**src/rtl/seq_divider_pkg.sv**
```systemverilog
// Shared ALU constants for the sequential divider: default width, FSM states, step counter width.
package seq_divider_pkg;
  localparam int DEF_WIDTH = 16;
  localparam int CNT_W     = $clog2(DEF_WIDTH);

  localparam logic [1:0] S_IDLE = 2'd0;
  localparam logic [1:0] S_RUN  = 2'd1;
  localparam logic [1:0] S_DONE = 2'd2;
endpackage

```
**src/rtl/seq_divider_addsub.sv**
```systemverilog
// 4-bit carry-lookahead block and the W-bit add/subtract built from a chain of them.
module cla4 (
  input  logic [3:0] a,
  input  logic [3:0] b,
  input  logic       ci,
  output logic [3:0] s,
  output logic       co
);
  logic [3:0] p, g;
  logic [4:0] c;

  assign p    = a ^ b;
  assign g    = a & b;
  assign c[0] = ci;
  assign c[1] = g[0] | (p[0] & ci);
  assign c[2] = g[1] | (p[1] & g[0]) | (p[1] & p[0] & ci);
  assign c[3] = g[2] | (p[2] & g[1]) | (p[2] & p[1] & g[0]) | (p[2] & p[1] & p[0] & ci);
  assign c[4] = g[3] | (p[3] & g[2]) | (p[3] & p[2] & g[1]) | (p[3] & p[2] & p[1] & g[0])
              | (p[3] & p[2] & p[1] & p[0] & ci);
  assign s    = p ^ c[3:0];
  assign co   = c[4];
endmodule

module addsub_16bit #(
  parameter int W = 17
) (
  input  logic [W-1:0] a,
  input  logic [W-1:0] b,
  input  logic         sub,
  output logic [W-1:0] s,
  output logic         cout
);
  // Operands are zero-padded past W, so sum bit W is exactly the carry out of bit W-1.
  localparam int NB = (W + 1) / 4 + 1;
  localparam int PW = NB * 4;

  logic [NB-1:0][3:0] ap, bp, sp;
  logic [NB:0]        c;
  logic [PW-1:0]      sum;
  logic               unused_hi;

  assign ap   = PW'(a);
  assign bp   = PW'(b ^ {W{sub}});
  assign c[0] = sub;

  cla4 u_blk [NB-1:0] (
    .a  (ap),
    .b  (bp),
    .ci (c[NB-1:0]),
    .s  (sp),
    .co (c[NB:1])
  );

  assign sum       = sp;
  assign s         = sum[W-1:0];
  assign cout      = sum[W];
  assign unused_hi = ^{sum[PW-1:W+1], c[NB]};
endmodule

```
**src/rtl/seq_divider.sv**
```systemverilog
// Restoring unsigned divider: one quotient bit per cycle, MSB first, registered results.
module seq_divider
  import seq_divider_pkg::*;
#(
  parameter int WIDTH = DEF_WIDTH
) (
  input  logic             clk,
  input  logic             rst_n,
  input  logic             start,
  input  logic [WIDTH-1:0] dividend,
  input  logic [WIDTH-1:0] divisor,
  output logic             busy,
  output logic             done,
  output logic [WIDTH-1:0] quotient,
  output logic [WIDTH-1:0] remainder,
  output logic             div_by_zero
);
  localparam int CW = $clog2(WIDTH);

  logic [1:0]       state;
  logic [CW-1:0]    cnt;
  logic [WIDTH-1:0] dvd_q, dvs_q, prem;
  logic [WIDTH:0]   shifted, diff;
  logic             no_borrow, last, unused_msb;
  logic [WIDTH-1:0] prem_nxt, quo_nxt;

  // dvd_q shifts left each step; its vacated LSBs collect the quotient bits.
  assign shifted = {prem, dvd_q[WIDTH-1]};

  addsub_16bit #(.W(WIDTH + 1)) u_sub (
    .a    (shifted),
    .b    ({1'b0, dvs_q}),
    .sub  (1'b1),
    .s    (diff),
    .cout (no_borrow)
  );

  assign prem_nxt   = no_borrow ? diff[WIDTH-1:0] : shifted[WIDTH-1:0];
  assign quo_nxt    = {dvd_q[WIDTH-2:0], no_borrow};
  assign last       = (cnt == CW'(WIDTH - 1));
  assign unused_msb = diff[WIDTH];

  assign busy = (state != S_IDLE);
  assign done = (state == S_DONE);

  always_ff @(posedge clk or negedge rst_n) begin
    if (!rst_n) begin
      state       <= S_IDLE;
      cnt         <= '0;
      dvd_q       <= '0;
      dvs_q       <= '0;
      prem        <= '0;
      quotient    <= '0;
      remainder   <= '0;
      div_by_zero <= 1'b0;
    end else begin
      case (state)
        S_IDLE: begin
          if (start) begin
            if (divisor == '0) begin
              state       <= S_DONE;
              quotient    <= '1;
              remainder   <= dividend;
              div_by_zero <= 1'b1;
            end else begin
              state <= S_RUN;
              dvd_q <= dividend;
              dvs_q <= divisor;
              prem  <= '0;
              cnt   <= '0;
            end
          end
        end
        S_RUN: begin
          dvd_q <= quo_nxt;
          prem  <= prem_nxt;
          // Counter saturates on the final step instead of wrapping.
          cnt   <= last ? cnt : cnt + 1'b1;
          if (last) begin
            state       <= S_DONE;
            quotient    <= quo_nxt;
            remainder   <= prem_nxt;
            div_by_zero <= 1'b0;
          end
        end
        S_DONE:  state <= S_IDLE;
        default: state <= S_IDLE;
      endcase
    end
  end
endmodule

```
**config.mk**
```make
export PLATFORM = sky130hd
export DESIGN_NAME = seq_divider
export DESIGN_NICKNAME = d
export VERILOG_FILES = /design/src/rtl/seq_divider_pkg.sv /design/src/rtl/seq_divider_addsub.sv /design/src/rtl/seq_divider.sv
export SDC_FILE = /design/constraint.sdc
export NUM_CORES = 1
export LEC_CHECK = 0
export CORE_AREA = 4 4 97 99
export DETAILED_ROUTE_END_ITERATION = 10
export DIE_AREA = 0 0 101 103
export GPL_TIMING_DRIVEN = 0
export PLACE_DENSITY = 0.83
export SYNTH_ARGS = -nofsm -noshare
export SYNTH_HDL_FRONTEND = slang
export SYNTH_SLANG_ARGS = --single-unit
```
**constraint.sdc**
```tcl
create_clock -name clk -period 2.7 [get_ports clk]
set_clock_uncertainty 0.2 [all_clocks]
set_input_delay 0.54 -clock clk [delete_from_list [all_inputs] [get_ports clk]]
set_output_delay 0.54 -clock clk [all_outputs]
set_load 0.1 [all_outputs]
```
# Word-level counts from Yosys, hierarchy flattened
# Cells that the tools add are included.
[op_classes] multipliers=0 shift=0 n_eq_ne=8 bitwise_logic=119 n_reduce_logical=9 muxes=27 n_div=0 add_sub_neg=1 magnitude_cmp=0
[ops] op="16-bit 2-to-1 mux" n=11
[ops] op="16-bit one-hot mux with 2 select lines" n=4
[ops] op="1-bit AND" n=62
[ops] op="1-bit OR" n=41
[ops] op="4-bit bitwise XOR" n=8
[ops] op="16-bit NOT with 17-bit output" n=1
[ops] op="4-bit AND" n=4
[ops] op="16-bit logical NOT" n=1
[ops] op="4-bit 2-to-1 mux" n=3
[ops] op="2-bit inequality test (second input constant)" n=5
[ops] op="4-bit one-hot mux with 2 select lines" n=1
[ops] op="4-bit AND reduction" n=2
[ops] op="2-bit 2-to-1 mux" n=3
[ops] op="3-bit AND reduction" n=2
[ops] op="4-bit by 1-bit adder with 4-bit output (second input constant)" n=1
[ops] op="4-bit equality test (second input constant)" n=1
[ops] op="2-bit one-hot mux with 2 select lines" n=1
[ops] op="2-bit nonzero test" n=2
[ops] op="1-bit 2-to-1 mux" n=3
[ops] op="2-bit by 1-bit equality test with 1-bit output (second input constant)" n=1
[ops] op="2-bit equality test (second input constant)" n=1
[ops] op="2-bit logical NOT" n=1
[ops] op="1-bit one-hot mux with 2 select lines" n=1
[ops] op="2-bit AND reduction" n=1
[ops] op="3 further kinds" n=3
[totals] input_bits=35 romBits=0 mem_count=0 latch_bits=0 ff_bits=87 mem_bits_rw=0 wordCells=172 out_inout_bits=35

# Logic depth before layout (Yosys ltp)
# Gate-level depths: netlist of the first run.
[depth] ltp_word=19 mapped_depth=12 depth_no_buf=12

# Hierarchy
# Synthesis of the first run repeated with hierarchy kept, for this count alone.
[hier_totals] cells_unflattened=442 hier_area_um2=4807.1
[by_module_without_submodules] module="seq_divider" n_inst=1 cells_each=341 seq_area_each_um2=2177.1 area_each_um2=3900.0
[by_module_without_submodules] module="cla4 at u_sub.u_blk[0] ..." n_inst=4 cells_each=17 seq_area_each_um2=0.0 area_each_um2=147.6
[by_module_without_submodules] module="addsub_16bit" n_inst=1 cells_each=20 seq_area_each_um2=0.0 area_each_um2=183.9
[by_module_without_submodules] module="cla4 at u_sub.u_blk[4]" n_inst=1 cells_each=13 seq_area_each_um2=0.0 area_each_um2=132.6

# Worst setup path after synthesis of the first run
# Ideal clock, no wire load.
[synth_timing] path_kind="register to output" from="register state[1]" to="output done" required_time_ns=1.960 arrival_time_ns=1.760 slack_ns=0.200 path_stages_with_launch=2 n_path_buf=0 path_cell_list="dfrtp_1 > nor2b_1"
[synth_via] elab_chain_len=1
[synth_lines] item="start, declared" line="seq_divider.sv:20" rtl="logic [1:0] state;"
[synth_lines] item="start signal, assigned" line="seq_divider.sv:48" rtl="state <= S_IDLE;"
[synth_lines] item="start signal, assigned" line="seq_divider.sv:61" rtl="state <= S_DONE;"
[synth_lines] item="start signal, assigned" line="seq_divider.sv:66" rtl="state <= S_RUN;"
[synth_lines] item="2-bit equality test" line="seq_divider.sv:44" rtl="assign done = (state == S_DONE);"
[synth_lines] item="end, declared" line="seq_divider.sv:13" rtl="output logic done,"
# No other way between the ends.

# Worst setup path after layout of the first run
[layout_timing] from="register remainder[4]" to="output remainder[4]"
[layout_lines] item="start, declared" line="seq_divider.sv:15" rtl="output logic [WIDTH-1:0] remainder,"
[layout_lines] item="start signal, assigned" line="seq_divider.sv:63" rtl="remainder <= dividend;"
[layout_lines] item="start signal, assigned" line="seq_divider.sv:82" rtl="remainder <= prem_nxt;"
# No word-level cell between the ends.

==> results.sh, run 1 <==
export IMPL_vias_per_cell=5.830
export IMPL_die_h_um=103
export IMPL_wirelength_um=12120
export IMPL_die_width_um=101
export IMPL_worstPathRequired_ns=1.96
export IMPL_cp_start_kind="flop"
export IMPL_synthTopCellsByArea="dfrtp_1, nand2_1, ha_1, mux2_2, o22a_1"
export IMPL_avgSynthCellArea_um2=10.25
export IMPL_crit_family="buffers and inverters"
export IMPL_maxSlewHeadroom=0.3441
export IMPL_htreeDepth=3
export IMPL_async_flop_share=1.000
export IMPL_maxSlewViolCount=0
export IMPL_nets=584
export IMPL_yosysTopAreaCell="dfrtp_1"
export IMPL_grt_pass1_wl_um=18590
export IMPL_layout_common_cells="dfrtp_1, clkdlybuf4s50_1, nand2_1"
export IMPL_overflow=0
export IMPL_num_antenna_cells=0
export IMPL_yosysSeqAreaShare=0.4862
export IMPL_seq_area_um2=2180
export IMPL_max_cap_violations=0
export IMPL_rsz0062_at_grt="yes"
export IMPL_setup_viol=0
export IMPL_syn_cell_area_um2=4478
export IMPL_tightest_slew_ns=0.9808
export IMPL_clk_pin_slew_worst_paths_ns=0.10
export IMPL_rows=34
export IMPL_drcViolationCount=0
export IMPL_grt_antenna_before_repair=0
export IMPL_syn_num_nets=493
export IMPL_path_cells="clkdlybuf4s50_1"
export IMPL_syn_inst=437
export IMPL_dieArea_um2=10400
export IMPL_drive_gt1_frac=0.1989
export IMPL_fill_cells=637
export IMPL_fmax_mhz=376.7
export IMPL_layout_commonest_cell="dfrtp_1"
export IMPL_yosysWarnings=0
export IMPL_worstSetupEndpointType="output port"
export IMPL_crit_fanout=2
export IMPL_clk_latency_ns=0.38
export IMPL_critical_path_slowest_cell="clkdlybuf4s50_1"
export IMPL_hold_ws_ns=0.2994
export IMPL_syn_to_final_growth_pct=30.15
export IMPL_drtAntennaViolNets=0
export IMPL_drt_pass1_iterations=7
export IMPL_dp_hpwl_um=8449
export IMPL_clock_sinks=87
export IMPL_clock_path_buffers=2
export IMPL_cts_buffers=9
export IMPL_cpPeakStageDelay_ns=1.15
export IMPL_clock_root_buffer="clkbuf_8"
export IMPL_yosys_register_bits=87
export IMPL_worstPathArrival_ns=1.91
export IMPL_stdcell_count=641
export IMPL_grt_max_degree=53
export IMPL_synthFlopType="dfrtp_1"
export IMPL_numPortBuffers=69
export IMPL_synth_top_area_frac=0.4862
export IMPL_io_pin_count=70
export IMPL_synth_cell_types=52
export IMPL_cp_num_buf_inv=1
export IMPL_track_usage=0.2321
export IMPL_num_vias=3737
export IMPL_wl_per_cell_um=18.90
export IMPL_routabilityCongestion=0.8224
export IMPL_multi_input_area_um2=2333
export IMPL_min_period_ns=2.655
export IMPL_drt_iter0_markers=332
export IMPL_coreArea_um2=8551
export IMPL_period_share=0.9832
export IMPL_path_class="reg2out"
export IMPL_dp_cells=615
export IMPL_hold_class="reg2reg"
export IMPL_start_util=0.5237
export IMPL_grt_pass1_vias=3785
export IMPL_final_hold_violation_count=0
export IMPL_cts_tree="built"
export IMPL_synth_edf_count=0
export IMPL_outcome="finished clean"
## cells by family after synthesis
group,share of synthesized area
AO/OA/AOI/OAI,0.1836
flip-flops,0.4862
adder cells (fa/ha/maj),0.06371
XOR/XNOR,0.02151
multiplexers,0.06510
buffers and inverters,0.04415
AND/OR/NAND/NOR,0.1358
## layer usage
metal | wire, µm | global-route usage
met1 | 4829 | 0.2890
met2 | 6038 | 0.3985
met3 | 922 | 0.04330
met4 | 327 | 0.09714
met5 | 0 | 0
## worst paths after layout
kind / from / end / slack, ns / cells after the start
max in group asynchronous: rst_n / quotient[9] / 1.20 / 3
setup reg to reg: prem[5] / remainder[12] / 0.07 / 9
min in group asynchronous: rst_n / quotient[2] / 0.45 / 2
setup / recovery: remainder[4] / remainder[4] / 0.05 / 1
hold reg to reg: remainder[2] / remainder[2] / 0.30 / 1
hold / removal: remainder[2] / remainder[2] / 0.30 / 1
## registers in the layout, indices dropped and copies added, names as in the netlist
| signal | count |
|---|---|
| prem | 16 |
| quotient | 16 |
| cnt | 4 |
| dvs_q | 16 |
| state | 2 |
| remainder | 16 |
| dvd_q | 16 |
| div_by_zero | 1 |
## area by class of cell
type                       instances  share of cell area
clock buffer                       9             0.02125
inverter                          22             0.01417
clock inverter                     7            0.009661
multi-input combinational        305              0.4004
tap                              108             0.02319
buffer                            23             0.02147
sequential                        87              0.3740
timing repair buffer              80              0.1359
## stage by stage
stage                     cell area (µm²)  utilization  setup slack [ns]  setup TNS (ns)
final                                5828       0.6816           0.04531               0
after detailed placement             5329       0.6232           -0.4308          -17.80
after global routing                 5828       0.6816          -0.06212         -0.2037
after CTS                            5572       0.6516          0.003350               0
after global placement               5304       0.6203            -2.156         -202.06
after floorplan                      4478            -            0.2004               0
## what timing repair did
action	4_1_cts	5_1_grt
pin swaps	1	9
gates resized for setup	11	35
setup endpoints to repair	16	29
hold buffers	1	0
gates cloned	0	0
endpoints found under the hold margin	35	0
buffers inserted	1	8
## cells in the mapped netlist, types with 4 or more instances
library cell and n:
a21o_1 20, a21oi_1 27, a31oi_1 13, buf_2 11, clkbuf_1 8, dfrtp_1 87
ha_1 18, inv_1 21, mux2_2 17, mux2i_1 10, nand2_1 63, nand2b_1 4
nand3_1 6, nor2_1 18, nor3_1 12, nor4_1 6, o21a_1 6, o21ai_0 10
o21ai_1 5, o22a_1 18, xnor2_1 6, xor2_1 5
Power of run 1 is not shown: default switching activity piles up to over one toggle a cycle in this logic, so the estimate is an artifact.
==> inputs of run 2 (changes only) <==
--- a/config.mk
+++ b/config.mk
@@ -5,11 +5,11 @@
 export SDC_FILE = /design/constraint.sdc
 export NUM_CORES = 1
 export LEC_CHECK = 0
-export CORE_AREA = 4 4 97 99
+export CORE_AREA = 4 4 100 102
 export DETAILED_ROUTE_END_ITERATION = 10
-export DIE_AREA = 0 0 101 103
+export DIE_AREA = 0 0 104 106
 export GPL_TIMING_DRIVEN = 0
-export PLACE_DENSITY = 0.83
+export PLACE_DENSITY = 0.79
 export SYNTH_ARGS = -nofsm -noshare
 export SYNTH_HDL_FRONTEND = slang
 export SYNTH_SLANG_ARGS = --single-unit
==> run 2 against run 1 <==
  * Design area increased by 0.24%
  * Critical endpoint is now remainder[13]
  * Maximum frequency is 0.86% lower
  * Count of clock-buffer cells in the layout rose by 1
  * Non-clock buffer count fell by 1
  * Cell count grew 0.31%
  * Critical path depth is 10 higher
  * Utilization down 4.0 points
  * Die area rose by 6.0%
  * Worst hold slack about the same
  * Register-to-register slack got worse by 0.05 ns
==> results.sh, run 2 (synthesis results as in run 1) <==
export IMPL_drcViolationCount=0
export IMPL_drt_pass1_iterations=4
export IMPL_worstPathArrival_ns=2.77
export IMPL_fill_cells=733
export IMPL_period_share=0.9917
export IMPL_final_hold_violation_count=0
export IMPL_outcome="finished clean"
export IMPL_htreeDepth=3
export IMPL_num_vias=3754
export IMPL_overflow=0
export IMPL_drt_iter0_markers=244
export IMPL_cts_buffers=9
export IMPL_drtAntennaViolNets=0
export IMPL_cts_tree="built"
export IMPL_num_antenna_cells=0
export IMPL_wirelength_um=11880
export IMPL_clock_path_buffers=2
export IMPL_path_class="reg2reg"
export IMPL_dp_slack_ns=-0.5290
export IMPL_rsz0062_at_grt="yes"
export IMPL_grt_antenna_before_repair=0
export IMPL_grt_pass1_vias=3671
export IMPL_vias_per_cell=5.838
export IMPL_die_h_um=106
export IMPL_clk_pin_slew_worst_paths_ns=0.09
export IMPL_stdcell_count=643
export IMPL_die_width_um=104
export IMPL_start_util=0.4916
export IMPL_maxSlewHeadroom=0.3350
export IMPL_dieArea_um2=11020
export IMPL_clock_root_buffer="clkbuf_8"
export IMPL_coreArea_um2=9109
export IMPL_nets=583
export IMPL_dp_cells=618
export IMPL_maxSlewViolCount=0
export IMPL_worstSetupEndpointType="flop"
export IMPL_min_period_ns=2.678
export IMPL_grt_max_degree=47
export IMPL_wl_per_cell_um=18.48
export IMPL_worstPathRequired_ns=2.80
export IMPL_fin_util=0.6413
export IMPL_grt_pass1_wl_um=18330
export IMPL_dp_hpwl_um=8448
export IMPL_routabilityCongestion=0.8341
export IMPL_hold_ws_ns=0.2989
export IMPL_drive_gt1_frac=0.1936
export IMPL_fmax_mhz=373.5
export IMPL_clk_latency_ns=0.37
export IMPL_max_cap_violations=0
export IMPL_seq_area_um2=2178
export IMPL_fin_ws_ns=0.02235
export IMPL_io_pin_count=70
export IMPL_setup_viol=0
export IMPL_cp_start_kind="flop"
export IMPL_clock_sinks=87
export IMPL_layout_common_cells="dfrtp_1, clkdlybuf4s50_1, nand2_1"
export IMPL_numPortBuffers=69
export IMPL_tightest_slew_ns=0.9945
export IMPL_layout_commonest_cell="dfrtp_1"
export IMPL_crit_fanout=4
export IMPL_rows=35
export IMPL_multi_input_area_um2=2320
export IMPL_hold_class="reg2reg"
export IMPL_track_usage=0.2082
export IMPL_syn_to_final_growth_pct=30.46
==> run 2: worst paths after layout <==
kind / from / end / slack (ns) / depth (start not counted)
setup / recovery: prem[6] / remainder[13] / 0.02 / 11
hold / removal: div_by_zero / div_by_zero / 0.30 / 1
setup reg to reg: prem[6] / remainder[13] / 0.02 / 11
hold reg to reg: div_by_zero / div_by_zero / 0.30 / 1
max in group asynchronous: rst_n / dvd_q[9] / 1.18 / 3
min in group asynchronous: rst_n / quotient[5] / 0.49 / 2
==> run 2: metrics by stage <==
step	setup TNS, ns	cell area [µm²]
CTS	0	5629
global placement	-209.71	5308
floorplan	0	4478
finish	0	5842
detailed placement	-26.34	5333
global route	-0.1143	5842
==> run 2: timing repair <==
item,CTS,global route
pin swaps,3,12
hold endpoints to repair,41,0
cloned,0,0
setup buffers,3,5
hold buffers,1,0
setup endpoints to repair,20,20
gates resized for setup,12,34
==> run 2: per-layer routing <==
layer | wire, µm | global-route usage | up-vias
li1 | - | - | 1730
met1 | 5208 | 0.2729 | 1869
met2 | 5761 | 0.3524 | 140
met3 | 709 | 0.03643 | 15
met4 | 203 | 0.06743 | 0
met5 | 0 | 0 | -
==> run 2: final cells by class <==
cell class,instances,area share
Sequential cell,87,0.3729
Inverter,22,0.01414
Clock buffer,10,0.02356
Clock inverter,6,0.01285
Multi-Input combinational cell,305,0.3971
Tap cell,111,0.02377
Timing Repair Buffer,79,0.1343
Buffer,23,0.02142
==> run 2: critical path, cell delays in order (launching register included) <==
cell and delay (ns):
dfrtp_2 0.45, ha_4 0.28, a21oi_4 0.16, o211ai_2 0.11
o21ai_2 0.17, nand3b_1 0.17, fa_2 0.42, xor2_1 0.14
nand2_1 0.07, mux2i_1 0.22, a21oi_1 0.06, a21oi_1 0.15
Power of run 2 is left out for the same reason.
==> variant 1, RTL diff (flow settings as in run 2) <==
Make the reset (`rst_n`) synchronous in one clocked block.
--- a/src/rtl/seq_divider.sv
+++ b/src/rtl/seq_divider.sv
@@ -43,7 +43,7 @@
   assign busy = (state != S_IDLE);
   assign done = (state == S_DONE);
 
-  always_ff @(posedge clk or negedge rst_n) begin
+  always_ff @(posedge clk) begin
     if (!rst_n) begin
       state       <= S_IDLE;
       cnt         <= '0;
Function: differs if rst_n is asserted again (counterexample within 4 cycles, from zero or initial values and one cycle with rst_n low); with rst_n held inactive, the same outputs for 4 cycles.
==> variant 1 against run 2 <==
The flow now finishes with violations (negative setup slack); routed wire length increased by 33%; first-iteration DRC count rose to 2.6 times the old value; sequential share of layout area shrank 10 points; final area increased by 10%; area after synthesis is 5.7% higher; die area is the same; worst hold slack lost 28 ps; sequential cell count unchanged; worst setup slack worse by 270 ps; largest cell class unchanged.
==> variant 1: results (changes against run 2) <==
Status
  – Status: finished, violations left (was finished, final reports clean)
  – Failing checks: negative setup slack

Synthesis
  – Area contributors post-synth: dfxtp_1 37%, nand2_1 9.1%, ha_1 4.8% (was dfrtp_1 49%, nand2_1 5.3%, ha_1 5.0%)
  – Xor/xnor share of the synthesized area: 1.480% (was 2.151%)
  – Synth cell types: 56 (was 52)
  – Async set-reset flop share out of synthesis: 0% (was 100.0%)
  – Sequential element share of the synthesized area: 36.80% (was 48.62%)
  – Avg Cell Area, Syn: 8.246 µm² (was 10.25 µm²)
  – Synth Area in Compound Gates: 29.66% (was 18.36%)
  – Area share of fa/ha/maj cells after synthesis: 6.027% (was 6.370%)
  – Syn nets: 630 (was 493)

STA
  – Final worst setup slack: -244.1 ps (was 22.35 ps)
  – # setup viols final: 5 (was 0)
  – Worst slew pin tran: 981.6 ps (was 994.5 ps)
  – Setup TNS: -422.7 ps (was 0 ps)

Final layout
  – Number of non-clock buffers: 134 (was 102)
  – NonClk Buf Share: 17.55% (was 15.57%)
  – Design area: 6430 µm² (was 5842 µm²)
  – Share of cells above drive strength 1: 21.25% (was 19.36%)
  – Inverter count: 28 (was 22)
  – Count of multi-input gates: 422 (was 305)
  – Clk cell area share: 2.802% (was 3.641%)
  – Filler cell count: 712 (was 733)

Critical path
  – Crit path max-delay family: compound AO/OA/AOI/OAI gates (was adder cells)
  – Delay of the slowest cell on the worst path: 480 ps (was 450 ps)
  – CP Max Fanout: 3 (was 4)
  – Worst EP arrival: 3050 ps (was 2770 ps)
  – Crit-path slowest cell: fa_1 (was dfrtp_2)

CTS
  – Post-CTS Resized: 66 (was 12)

Routing
  – Drt total wl: 15,800 µm (was 11,880 µm)
  – Routed vias: 5,104 (was 3,754)
  – Initial drt markers: 635 (was 244)

Placed design
  – Placed Cells: 754 (was 618)
  – Routability cong.: 0.9581 (was 0.8341)
  – Hpwl dp: 11,120 µm (was 8448 µm)
  – Cell Area, Placed: 5622 µm² (was 5333 µm²)

GRT
  – Number of global-route vias before repair: 4,856 (was 3,671)
  – First-pass GRT wire length: 24,250 µm (was 18,330 µm)
## variant 1: cell count changes in the layout (fill, tap and decap cells not counted), moves of 18 or more
cell	delta
a21boi_0	+18
a21o_1	-19
buf_4	+20
dfrtp_1	-86
dfxtp_1	+78
nand2_1	+51
nand3_1	+18
o22a_1	-18
## variant 1: path summary, 6_finish.rpt
kind	slack [ps]	endpoint	from	cells after the start
worst max-delay path	-240	remainder[12]$_SDFFE_PN0P_	dvd_q[15]$_SDFFE_PN0P_	13
worst min-delay path	270	dvs_q[11]$_SDFFE_PN0P_	dvs_q[11]$_SDFFE_PN0P_	2
worst max register to register	-240	remainder[12]$_SDFFE_PN0P_	dvd_q[15]$_SDFFE_PN0P_	13
worst min register to register	270	dvs_q[11]$_SDFFE_PN0P_	dvs_q[11]$_SDFFE_PN0P_	2
## variant 1: metal layers
metal  part of all wire (%)  GRT usage (%)
met1                     40          33.87
met2                     46          44.06
met3                     10          7.529
met4                    3.9          11.87
met5                      0              0
==> variant 2, RTL diff (config.mk and constraints of run 2) <==
Made on the original files. Set the package constant `DEF_WIDTH` to 8 (it was 16).
--- a/src/rtl/seq_divider_pkg.sv
+++ b/src/rtl/seq_divider_pkg.sv
@@ -1,6 +1,6 @@
 // Shared ALU constants for the sequential divider: default width, FSM states, step counter width.
 package seq_divider_pkg;
-  localparam int DEF_WIDTH = 16;
+  localparam int DEF_WIDTH = 8;
   localparam int CNT_W     = $clog2(DEF_WIDTH);
 
   localparam logic [1:0] S_IDLE = 2'd0;
Ports: changed (resized dividend, divisor, quotient and remainder); port bits go from 70 to 38. The function was not compared with the original's and may differ.
==> variant 2 against run 2 <==
Die area is the same; sequential cell count shrank 41; routed wire length decreased by 50%; worst setup slack better by 83 ps; area after synthesis is 46% lower; synthesized cell count down 42%; final area is 46% lower; count of clock-buffer cells in the layout fell by 4; highest routed layer unchanged.
Power is not shown: default switching activity piles up to over one toggle a cycle in this logic, so the estimate is an artifact.
==> variant 2: results (changes against run 2) <==
Status
  – Status: finished, final reports clean (unchanged)

STA
  – Period utilisation layout: 96.11% (was 99.17%)
  – Worst slew pin tran: 987.4 ps (was 994.5 ps)
  – Worst hold slack: 29.86 ps (was 298.9 ps)

Synthesis
  – Syn nets: 284 (was 493)
  – Synth cell types: 41 (was 52)
  – Synth cell count leaders: 46 x dfrtp_1, 41 x nand2_1, 29 x nor2_1, 14 x a21oi_1, 13 x inv_1 (was 87 x dfrtp_1, 63 x nand2_1, 27 x a21oi_1, 21 x inv_1, 20 x a21o_1)
  – Area contributors post-synth: dfrtp_1 47%, nand2_1 6.3%, ha_1 5.7% (was dfrtp_1 49%, nand2_1 5.3%, ha_1 5.0%)
  – Avg Cell Area, Syn: 9.619 µm² (was 10.25 µm²)
  – Sequential element share of the synthesized area: 47.30% (was 48.62%)

Final layout
  – Most common cell after layout, fill and taps aside: dfrtp_1 (unchanged)
  – Final #Nets: 332 (was 583)
  – P&R area growth vs syn: 28.84% (was 30.46%)
  – Share of cells above drive strength 1: 14.24% (was 19.36%)
  – Filler cell count: 926 (was 733)

Placed design
  – Worst slack at placement: -385.5 ps (was -529.0 ps)
  – Routability cong.: 0.8490 (was 0.8341)
  – Cell Area, Placed: 2965 µm² (was 5333 µm²)
  – Hpwl dp: 4543 µm (was 8448 µm)

Routing
  – Avg Vias per Cell: 4.763 (was 5.838)
  – Met1 WL: 2710 µm (was 5208 µm)
  – Met3 WL: 248 µm (was 709 µm)
  – WL per Instance: 14.35 µm (was 18.48 µm)
  – Routed vias: 1,967 (was 3,754)
  – Initial drt markers: 111 (was 244)

CTS
  – Total CTS buffers: 5 (was 9)
  – Worst-skew pair later-pin latency: 300 ps (was 370 ps)
  – CTS H-tree lvls: 2 (was 3)

Critical path
  – Worst EP arrival: 1850 ps (was 2770 ps)
  – CP startpoint: remainder[1]$_DFFE_PN0P_ (was prem[6]$_DFFE_PN0P_)
  – Delay of the slowest cell on the worst path: 1160 ps (was 450 ps)
  – Worst reg2reg path endpoint: remainder[3]$_DFFE_PN0P_ (was remainder[13]$_DFFE_PN0P_)
  – Critical path capture point: remainder[1] (was remainder[13]$_DFFE_PN0P_)
  – Crit path max-delay family: buffers and inverters (was adder cells)
  – Crit-path slowest cell: clkdlybuf4s50_1 (was dfrtp_2)
  – R2R cell count: 8 (was 11)

GRT
  – Number of global-route vias before repair: 2,051 (was 3,671)
  – Total track usage: 10.87% (was 20.82%)

Hold path
  – Worst Hold Class: primary input to asynchronous set/reset pin (was register to register)
==> variant 2: kinds of logic after synthesis <==
logic type	Yosys count	share of synthesized area (%)
AND/OR/NAND/NOR	94	17.28
flip-flops	46	47.30
XOR/XNOR	2	0.7199
buffers and inverters	24	3.702
adder cells (fa/ha/maj)	12	6.478
multiplexers	19	8.637
AO/OA/AOI/OAI	56	15.89
==> variant 2: timing repair <==
action,4_1_cts,5_1_grt
endpoints found under the hold margin,0,0
endpoints found under the setup margin,23,42
pin swaps,1,1
setup buffers,2,1
resized for setup,6,8
==> variant 2: metal layers <==
metal | global-route usage [%] | up-vias
li1 | - | 974
met1 | 13.68 | 944
met2 | 18.48 | 43
met3 | 2.793 | 6
met4 | 3.039 | 0
met5 | 0 | -
==> variant 2: layout make-up <==
type	instances	share of cell area, %
Clock buffer	6	2.314
Inverter	13	1.556
Sequential cell	46	36.71
Multi-Input combinational cell	183	38.71
Timing Repair Buffer	41	13.57
Tap cell	111	4.429
Clock inverter	2	1.197
Buffer	11	1.516
